[config.mk]
export PLATFORM = sky130hd
export DESIGN_NAME = tmds_deserializer
export DESIGN_NICKNAME = d
export VERILOG_FILES = /design/src/rtl/tmds_deserializer_pkg.sv /design/src/rtl/tmds_token_match.sv /design/src/rtl/tmds_deserializer.sv
export SDC_FILE = /design/constraint.sdc
export NUM_CORES = 1
export LEC_CHECK = 0
export ABC_AREA = 1
export CORE_ASPECT_RATIO = 1.2
export CORE_MARGIN = 2
export CORE_UTILIZATION = 45
export DETAILED_ROUTE_END_ITERATION = 12
export GPL_TIMING_DRIVEN = 1
export PLACE_DENSITY = 0.75
export SYNTH_ARGS = -nofsm -noshare
export SYNTH_HDL_FRONTEND = slang
export SYNTH_SLANG_ARGS = --single-unit
[constraint.sdc]
create_clock -name clk -period 2.05 [get_ports clk]
set_clock_uncertainty 0.05 [all_clocks]
set_input_delay 0.205 -clock clk [delete_from_list [all_inputs] [get_ports clk]]
set_output_delay 0.205 -clock clk [all_outputs]
set_load 0.01 [all_outputs]
[src/rtl/tmds_deserializer_pkg.sv]
// Shared TMDS definitions: the four control tokens and the word-alignment state encoding.
// The token matcher and the deserializer both import this package.
package tmds_deserializer_pkg;

    localparam int TMDS_W = 10;

    localparam logic [TMDS_W-1:0] TOKEN_CTL0 = 10'b1101010100;
    localparam logic [TMDS_W-1:0] TOKEN_CTL1 = 10'b0010101011;
    localparam logic [TMDS_W-1:0] TOKEN_CTL2 = 10'b0101010100;
    localparam logic [TMDS_W-1:0] TOKEN_CTL3 = 10'b1010101011;

    typedef enum logic [1:0] {
        SEARCH  = 2'd0,
        CONFIRM = 2'd1,
        LOCKED  = 2'd2
    } align_state_t;

endpackage

[src/rtl/tmds_token_match.sv]
// Combinational TMDS control-token detector: flags a 10-bit word that is one of the
// four control tokens and recovers the {c1,c0} control pair it carries.
module tmds_token_match
    import tmds_deserializer_pkg::*;
(
    input  logic [TMDS_W-1:0] word_i,
    output logic              is_token_o,
    output logic [1:0]        ctl_o
);

    always_comb begin
        is_token_o = 1'b1;
        ctl_o      = 2'b00;
        case (word_i)
            TOKEN_CTL0: ctl_o = 2'b00;
            TOKEN_CTL1: ctl_o = 2'b01;
            TOKEN_CTL2: ctl_o = 2'b10;
            TOKEN_CTL3: ctl_o = 2'b11;
            default:    is_token_o = 1'b0;
        endcase
    end

endmodule

[src/rtl/tmds_deserializer.sv]
// TMDS serial-to-parallel receiver: shifts bits in LSB-first, aligns to control tokens,
// and emits one parallel word per WIDTH clocks once LOCK_COUNT aligned tokens are seen.
module tmds_deserializer
    import tmds_deserializer_pkg::*;
#(
    parameter int WIDTH        = 10,
    parameter int LOCK_COUNT   = 8,
    parameter int LOSS_TIMEOUT = 8192
) (
    input  logic             clk,
    input  logic             rst,
    input  logic             serial_in,
    output logic [WIDTH-1:0] data_out,
    output logic             data_valid,
    output logic             is_token,
    output logic             locked
);

    localparam int CNT_W = $clog2(WIDTH);
    localparam int MC_W  = $clog2(LOCK_COUNT + 1);
    localparam int TC_W  = $clog2(LOSS_TIMEOUT + 1);

    logic [WIDTH-1:0] sr_q, sr_d;
    logic [CNT_W-1:0] cnt_q, cnt_d;
    logic [MC_W-1:0]  mcnt_q, mcnt_d, mcnt_inc;
    logic [TC_W-1:0]  tcnt_q, tcnt_d, tcnt_inc;
    align_state_t     state_q, state_d;
    logic [WIDTH-1:0] dout_q, dout_d;
    logic             dv_q, dv_d;
    logic             tok_q, tok_d;
    logic             locked_q, locked_d;
    logic             match;
    logic [1:0]       ctl_unused;
    logic             boundary;
    logic             emit;

    tmds_token_match u_match (
        .word_i     (sr_q),
        .is_token_o (match),
        .ctl_o      (ctl_unused)
    );

    assign boundary = (cnt_q == '0);
    assign mcnt_inc = mcnt_q + 1'b1;
    assign tcnt_inc = tcnt_q + 1'b1;

    always_comb begin
        sr_d     = {serial_in, sr_q[WIDTH-1:1]};
        cnt_d    = (cnt_q == CNT_W'(WIDTH - 1)) ? '0 : cnt_q + 1'b1;
        mcnt_d   = mcnt_q;
        tcnt_d   = tcnt_q;
        state_d  = state_q;
        dout_d   = dout_q;
        tok_d    = tok_q;
        dv_d     = 1'b0;
        emit     = 1'b0;
        case (state_q)
            SEARCH: begin
                // Any token found mid-stream re-phases the bit counter onto it.
                if (match) begin
                    cnt_d   = CNT_W'(1);
                    mcnt_d  = MC_W'(1);
                    state_d = CONFIRM;
                end
            end
            CONFIRM: begin
                if (boundary) begin
                    if (match) begin
                        mcnt_d = mcnt_inc;
                        if (mcnt_inc == MC_W'(LOCK_COUNT)) begin
                            state_d = LOCKED;
                            tcnt_d  = '0;
                        end
                    end else begin
                        state_d = SEARCH;
                        mcnt_d  = '0;
                    end
                end
            end
            LOCKED: begin
                if (boundary) begin
                    emit = 1'b1;
                    if (match) begin
                        tcnt_d = '0;
                    end else begin
                        tcnt_d = tcnt_inc;
                        // The word that exhausts the timeout is dropped with the lock.
                        if (tcnt_inc == TC_W'(LOSS_TIMEOUT)) begin
                            state_d = SEARCH;
                            mcnt_d  = '0;
                            emit    = 1'b0;
                        end
                    end
                end
                if (emit) begin
                    dout_d = sr_q;
                    tok_d  = match;
                    dv_d   = 1'b1;
                end
            end
            default: state_d = SEARCH;
        endcase
        locked_d = (state_d == LOCKED);
    end

    always_ff @(posedge clk) begin
        if (rst) begin
            sr_q     <= '0;
            cnt_q    <= '0;
            mcnt_q   <= '0;
            tcnt_q   <= '0;
            state_q  <= SEARCH;
            dout_q   <= '0;
            dv_q     <= 1'b0;
            tok_q    <= 1'b0;
            locked_q <= 1'b0;
        end else begin
            sr_q     <= sr_d;
            cnt_q    <= cnt_d;
            mcnt_q   <= mcnt_d;
            tcnt_q   <= tcnt_d;
            state_q  <= state_d;
            dout_q   <= dout_d;
            dv_q     <= dv_d;
            tok_q    <= tok_d;
            locked_q <= locked_d;
        end
    end

    assign data_out   = dout_q;
    assign data_valid = dv_q;
    assign is_token   = tok_q;
    assign locked     = locked_q;

endmodule
==> results of run 1 <==
routing by layer:
metal | part of all wire, % | track usage (%) | vias to the layer above
met5 | 0 | 0 | -
li1 | - | - | 1115
met4 | 1.9 | 6.294 | 0
met3 | 3.5 | 3.641 | 9
met1 | 46 | 22.05 | 998
met2 | 49 | 32.17 | 32
layout make-up:
| class | count | area [sq um] |
|---|---|---|
| sequential | 47 | 953.4 |
| timing repair buffer | 24 | 225.2 |
| tap | 60 | 75.07 |
| clock buffer | 5 | 68.82 |
| clock inverter | 3 | 47.55 |
| multi-input combinational | 232 | 1237 |
| inverter | 43 | 163.9 |
| fill | 462 | 2203 |
repair_timing:
action | 4_1_cts | 5_1_grt
hold buffers | 0 | 0
endpoints found under the setup margin | 0 | 20
resized for setup | 0 | 26
setup buffers | 0 | 4
metrics by stage:
stage          power [mW]  hold WS, ns  instances  setup WS, ns
2_1_floorplan      0.9757       0.2620        331        0.3183
3_3_place_gp       0.9876       0.3632        402        0.1907
3_5_place_dp       0.9884       0.3769        402       0.07582
4_1_cts             1.688       0.3537        410       0.02317
5_1_grt             1.730       0.4043        414      -0.01306
6_report            1.670       0.3544        414        0.1134
how the worst max path moves through the flow:
| stage | end | slack, ns | depth (start not counted) | start |
|---|---|---|---|---|
| after floorplan | locked$_SDFF_PP0_ | 0.32 | 12 | tcnt_q[1]$_SDFFE_PP0P_ |
| after global placement | locked$_SDFF_PP0_ | 0.19 | 12 | tcnt_q[1]$_SDFFE_PP0P_ |
| after detailed placement | locked$_SDFF_PP0_ | 0.08 | 12 | tcnt_q[1]$_SDFFE_PP0P_ |
| after CTS | state_q[1]$_SDFF_PP0_ | 0.02 | 12 | tcnt_q[1]$_SDFFE_PP0P_ |
| after global routing | mcnt_q[0]$_SDFFE_PP0P_ | -0.01 | 13 | tcnt_q[1]$_SDFFE_PP0P_ |
| final | state_q[1]$_SDFF_PP0_ | 0.11 | 13 | tcnt_q[1]$_SDFFE_PP0P_ |
synth_stat cells (3+ instances only):
| cell | number | area (sq um) |
|---|---|---|
| dfxtp_1 | 47 | 940.9 |
| ha_1 | 6 | 75.07 |
| nand2_1 | 71 | 266.5 |
| nand2_2 | 5 | 31.28 |
| nor2_1 | 44 | 165.2 |
| nand4_1 | 11 | 68.82 |
| xor2_1 | 5 | 43.79 |
| o21ai_0 | 17 | 85.08 |
| a211oi_1 | 4 | 30.03 |
| clkbuf_1 | 4 | 15.01 |
| a21oi_1 | 25 | 125.1 |
| inv_1 | 41 | 153.9 |
| nand3_1 | 23 | 115.1 |
| nand3_2 | 3 | 30.03 |
| nor3_1 | 4 | 20.02 |
worst min-delay path, delay by kind of cell:
family                 cells  cell delay [ns]
AND/OR/NAND/NOR            1             0.03
buffers and inverters      2             0.45
power by group through the flow:
stage | combinational [mW] | sequential, mW | clock, mW
6_report | 0.0421 | 0.923 | 0.705
5_1_grt | 0.0477 | 0.925 | 0.758
4_1_cts | 0.0414 | 0.926 | 0.720
3_5_place_dp | 0.0411 | 0.947 | 0
3_3_place_gp | 0.0404 | 0.947 | 0
2_1_floorplan | 0.0297 | 0.946 | 0
state kept, by name, summed over array words and instances, names as in the netlist:
register / count
sr_q: 10
cnt_q: 4
mcnt_q: 4
locked: 1
data_valid: 1
tcnt_q: 14
state_q: 2
data_out: 10
is_token: 1
cells by family (layout without fill, tap and decap cells):
logic type                 after synthesis  after routing  share of synthesized area [%]
AOI/OAI and AO/OA                       53             53                          12.88
adders and majority gates                6              6                          3.221
xor gates and xnor gates                 6              6                          2.254
and+or+nand+nor                        167            167                          31.99
buffers and inverters                   52             75                          9.286
DFF                                     47             47                          40.36
cells in the final DEF, fill, tap and decap left out, types with 2 or more instances in the layout:
master / n
nor3_1: 4
nand2_4: 3
a21oi_1: 25
nand3_4: 2
a211oi_1: 4
clkbuf_8: 5
nand2_2: 4
clkdlybuf4s50_1: 15
xor2_1: 4
a21oi_2: 2
nor2_1: 44
nand3_1: 22
o21ai_0: 14
nand2_1: 69
ha_1: 5
dfxtp_2: 4
o21ai_1: 2
nor2_2: 2
inv_1: 41
nor2_4: 2
dfxtp_1: 41
buf_4: 8
nand3_2: 2
dfxtp_4: 2
nand4_1: 11
==> metrics, run 1 <==
Sink Count=47; Area growth, synth to finish=18.89%; design area=0.002771 sq mm; dpl hpwl=3.591 mm; syn avg cell area=7.042 sq um; core area=0.004975 sq mm; Pins Over Slew Limit=0; RSZ-0062 raised after global routing=yes; drt wl/cell=12.25 um; critical path buffer and inverter count=2; via count=2154; Max IR drop VDD=587.4 uV; setup tns final=0 ns; Worst-Margin Slew=0.4199 ns; share of cells above drive strength 1=12.71%; CTS tree=yes; Die Width=69.70 um; Worst path slowest cell=dfxtp_4; Final nets=362; Max Freq=516.4 MHz; antenna violations before repair=0; final WL=5.073 mm; die footprint=0.005774 sq mm; # H-tree levels=2; Async SR Flop Fraction=0%; ANT nets after route=0; chip height=82.84 um; Reg clk slew, reported paths=0.10 ns; R2R setup slack=0.11 ns; Final Hold Fails=0; vias per inst=5.203; first-pass GRT wire length=8.687 mm; total gr overflow=0; post-synthesis register bit count=47; slowest cell delay on critical path=0.37 ns; largest net degree at the start of global routing=27; GRT Util Overall=18.27%; required time of the critical path=2.20 ns; Setup CP Type=flop to flop; Sequential Power Share=55.3%; DRT Pass-1 Iters=4; port bufs=15; fin util=55.71%; cell internal pwr=1.299 mW; power per cell area=602.7 mW/mm^2; Initial DRC Count=109; CP Launch Type=flop; crit path time final=1.937 ns; max_slew headroom=71.82%; Max-cap violations=0; worst hold stages=3; status=completed; I/O Pins=16; sequential area share after synthesis=40.37%; Leak=1.120 nW; HP Class=input pin to flop; critical-path cell list=ha_4, nand2_4, nor2_4, buf_4, a21o_1, nand2_1, nand2_1, nor2_1, nand3_2, nand2_4, nand2_2, o21ai_2, inv_1; Placement Rows=28; r2r startpoint=tcnt_q[1]$_SDFFE_PP0P_; Critical Path End Type=flop; synth unique cells=30; worst hold endpoint=sr_q[9]$_SDFF_PP0_; Placed Area=0.002539 sq mm; post-route clock period utilization=94.47%; Worst Path Max Fanout=6; area of the mapped netlist=0.002331 sq mm; Post-Syn Nets=340; number of synthesized flops with an enable pin=0; clock root buffer=clkbuf_8; worst r2r dst=state_q[1]$_SDFF_PP0_; sw frac=22.23%; R2R cell count=13; drt drc=0; Mapped Cells=331; Starting Density=46.86%; Main synth FF type=dfxtp_1; Setup-failing EPs final=0; diode count=0; CTS Buf Count=5; P_sw=0.3714 mW; Clock Latency Late Sink=0.31 ns; hold path start=serial_in; clock buffer depth=2; Ys Warns=0; Worst EP arrival=2.09 ns; GP Congestion=0.9052; number of global-route vias before repair=1988; combinational fraction of design power=2.5%; delay-heaviest family, CP=simple AND/OR/NAND/NOR gates; Clock power frac=42.2%
Note: power is estimated with default switching activity, not from simulation.
==> run 2, diff against run 1 <==
--- a/config.mk
+++ b/config.mk
@@ -6,7 +6,7 @@
 export NUM_CORES = 1
 export LEC_CHECK = 0
 export ABC_AREA = 1
-export CORE_ASPECT_RATIO = 1.2
+export CORE_ASPECT_RATIO = 1.75
 export CORE_MARGIN = 2
 export CORE_UTILIZATION = 45
 export DETAILED_ROUTE_END_ITERATION = 12
==> run 2 against run 1 <==
  * First-iteration DRC count down 53%
  * Non-clock buffer count is 3 higher
  * Wire length increased by 7.6%
  * Register-to-register slack hardly changed
  * Global-route usage increased by 1.7 points
  * Clock-buffer cell count grew 3
  * Worst setup slack improved by 0.0076 ns
  * Power down 5.9%
  * Fmax up 0.40%
  * Largest power group unchanged
  * Highest routed layer unchanged
==> metrics, run 2 (synthesis gave the netlist of run 1 again) <==
status=completed (unchanged); post-route clock period utilization=94.10% (was 94.47%); CTS Buf Count=5 (unchanged); drt drc=0 (unchanged); crit path launch=tcnt_q[1]$_SDFFE_PP0P_ (unchanged); ANT nets after route=0 (unchanged); die footprint=0.005794 sq mm (was 0.005774 sq mm); most common cell after layout, fill and taps aside=nand2_1 (unchanged); R2R setup slack=0.12 ns (was 0.11 ns); final WL=5.458 mm (was 5.073 mm); Sink Count=47 (unchanged); via count=2167 (was 2154); I/O Pins=16 (unchanged); Max-cap violations=0 (unchanged); antenna violations before repair=0 (unchanged); CP Launch Type=flop (unchanged); diode count=0 (unchanged); # H-tree levels=2 (unchanged); Pins Over Slew Limit=0 (unchanged); Leak=1.123 nW (was 1.120 nW); power per cell area=568.0 mW/mm^2 (was 602.7 mW/mm^2); clock root buffer=clkbuf_8 (unchanged); Critical Path End Type=flop (unchanged); Setup CP Type=flop to flop (unchanged); CTS tree=yes (unchanged); RSZ-0062 raised after global routing=yes (unchanged); Worst-Margin Slew=0.4127 ns (was 0.4199 ns); required time of the critical path=2.24 ns (was 2.20 ns); worst hold endpoint=sr_q[8]$_SDFF_PP0_ (was sr_q[9]$_SDFF_PP0_); port bufs=15 (unchanged); WHS=0.3792 ns (was 0.3544 ns); number of global-route vias before repair=2092 (was 1988); GP Congestion=0.9292 (was 0.9052); Worst EP arrival=2.11 ns (was 2.09 ns); Max Freq=518.4 MHz (was 516.4 MHz); Area growth, synth to finish=18.73% (was 18.89%); Clock Latency Late Sink=0.30 ns (was 0.31 ns); Setup-failing EPs final=0 (unchanged); crit path time final=1.929 ns (was 1.937 ns); dpl hpwl=3.961 mm (was 3.591 mm); Starting Density=46.83% (was 46.86%); Final nets=365 (was 362); first-pass GRT wire length=9.121 mm (was 8.687 mm); max reg flops=14 (unchanged); HP Class=flop to flop (was input pin to flop); Max IR drop VDD=851.1 uV (was 587.4 uV); hold path start=sr_q[9]$_SDFF_PP0_ (was serial_in); Initial DRC Count=51 (was 109); Die Width=58.41 um (was 69.70 um); Largest Register=tcnt_q (unchanged); Fillers=460 (was 462); R2R cell count=12 (was 13); Reg clk slew, reported paths=0.08 ns (was 0.10 ns); core area=0.004977 sq mm (was 0.004975 sq mm); r2r startpoint=tcnt_q[1]$_SDFFE_PP0P_ (unchanged); worst r2r dst=data_out[6]$_SDFFE_PP0P_ (was state_q[1]$_SDFF_PP0_); largest net degree at the start of global routing=14 (was 27); Final Hold Fails=0 (unchanged); drt wl/cell=13.28 um (was 12.25 um); chip height=99.21 um (was 82.84 um); vias per inst=5.273 (was 5.203); Placement Rows=34 (was 28); DRT Pass-1 Iters=4 (unchanged); hold buffer count at cts=0 (unchanged); clock buffer depth=2 (unchanged); max_slew headroom=72.30% (was 71.82%); Worst Path Max Fanout=7 (was 6); commonest non-fill, non-tap cells in the layout=68 x nand2_1, 44 x dfxtp_1, 43 x nor2_1 (was 69 x nand2_1, 44 x nor2_1, 41 x inv_1, 41 x dfxtp_1, 25 x a21oi_1); share of cells above drive strength 1=13.17% (was 12.71%); GRT Util Overall=20.01% (was 18.27%); fin util=55.61% (was 55.71%); total gr overflow=0 (unchanged); worst hold stages=2 (was 3)
## run 2: changes by cell type in the layout (fill, tap and decap cells not counted), sizes merged
cell / change
clkinv: -1
buf: +3
bufinv: -1
inv: -1
clkbuf: +3
## run 2: critical path, stage by stage, from the launching register on
cell     delay (ns)
dfxtp_4        0.38
ha_4           0.15
nand2_4        0.06
nor2_4         0.18
nand4_1        0.14
nand2_1        0.10
nand3_2        0.09
nor2_2         0.13
nand3_2        0.13
nand3_4        0.13
buf_6          0.14
nand2_1        0.07
a21oi_2        0.13
## run 2: repair_timing
action | in CTS | in global routing
setup buffers | 0 | 5
resized for setup | 0 | 25
setup endpoints to repair | 0 | 20
## run 2: report_power, final
group	internal [mW]	leakage, nW	switching (mW)
registers	0.917	0.382	0.00730
clock network	0.308	0.0515	0.293
logic	0.0148	0.690	0.0323
total	1.24	1.12	0.333
## run 2: through the flow
stage	area [sq um]	TNS (ns)	cells	setup slack (ns)	total power [mW]
after floorplan	2331	0	331	0.3183	0.9757
after global placement	2546	0	398	0.09028	0.9918
after detailed placement	2546	0	398	0.02851	0.9931
after CTS	2646	0	406	0.002895	1.598
after global routing	2768	-0.5967	411	-0.05806	1.637
final	2768	0	411	0.1210	1.572
## run 2: worst max path at each step
stage	endpoint	slack (ns)	cells past startpoint
finish	data_out[6]$_SDFFE_PP0P_	0.12	12
global route	mcnt_q[3]$_SDFFE_PP0P_	-0.06	13
CTS	data_out[6]$_SDFFE_PP0P_	0.003	12
detailed placement	data_out[6]$_SDFFE_PP0P_	0.03	12
global placement	data_out[3]$_SDFFE_PP0P_	0.09	12
floorplan	locked$_SDFF_PP0_	0.32	12
## run 2: layout make-up
class | instances | area (sq um) | area share (%)
Inverter | 43 | 163.9 | 5.922
Tap cell | 54 | 67.56 | 2.441
Timing Repair Buffer | 27 | 244.0 | 8.816
Sequential cell | 47 | 949.7 | 34.31
Multi-Input combinational cell | 232 | 1242 | 44.89
Clock buffer | 8 | 100.1 | 3.617
## run 2: metal layers
metal | global-route usage [%] | wire, um | share of wire, %
met1 | 21.82 | 2137 | 39
met2 | 36.21 | 2935 | 54
met3 | 2.861 | 202 | 3.7
met4 | 9.839 | 183 | 3.4
met5 | 0 | 0 | 0
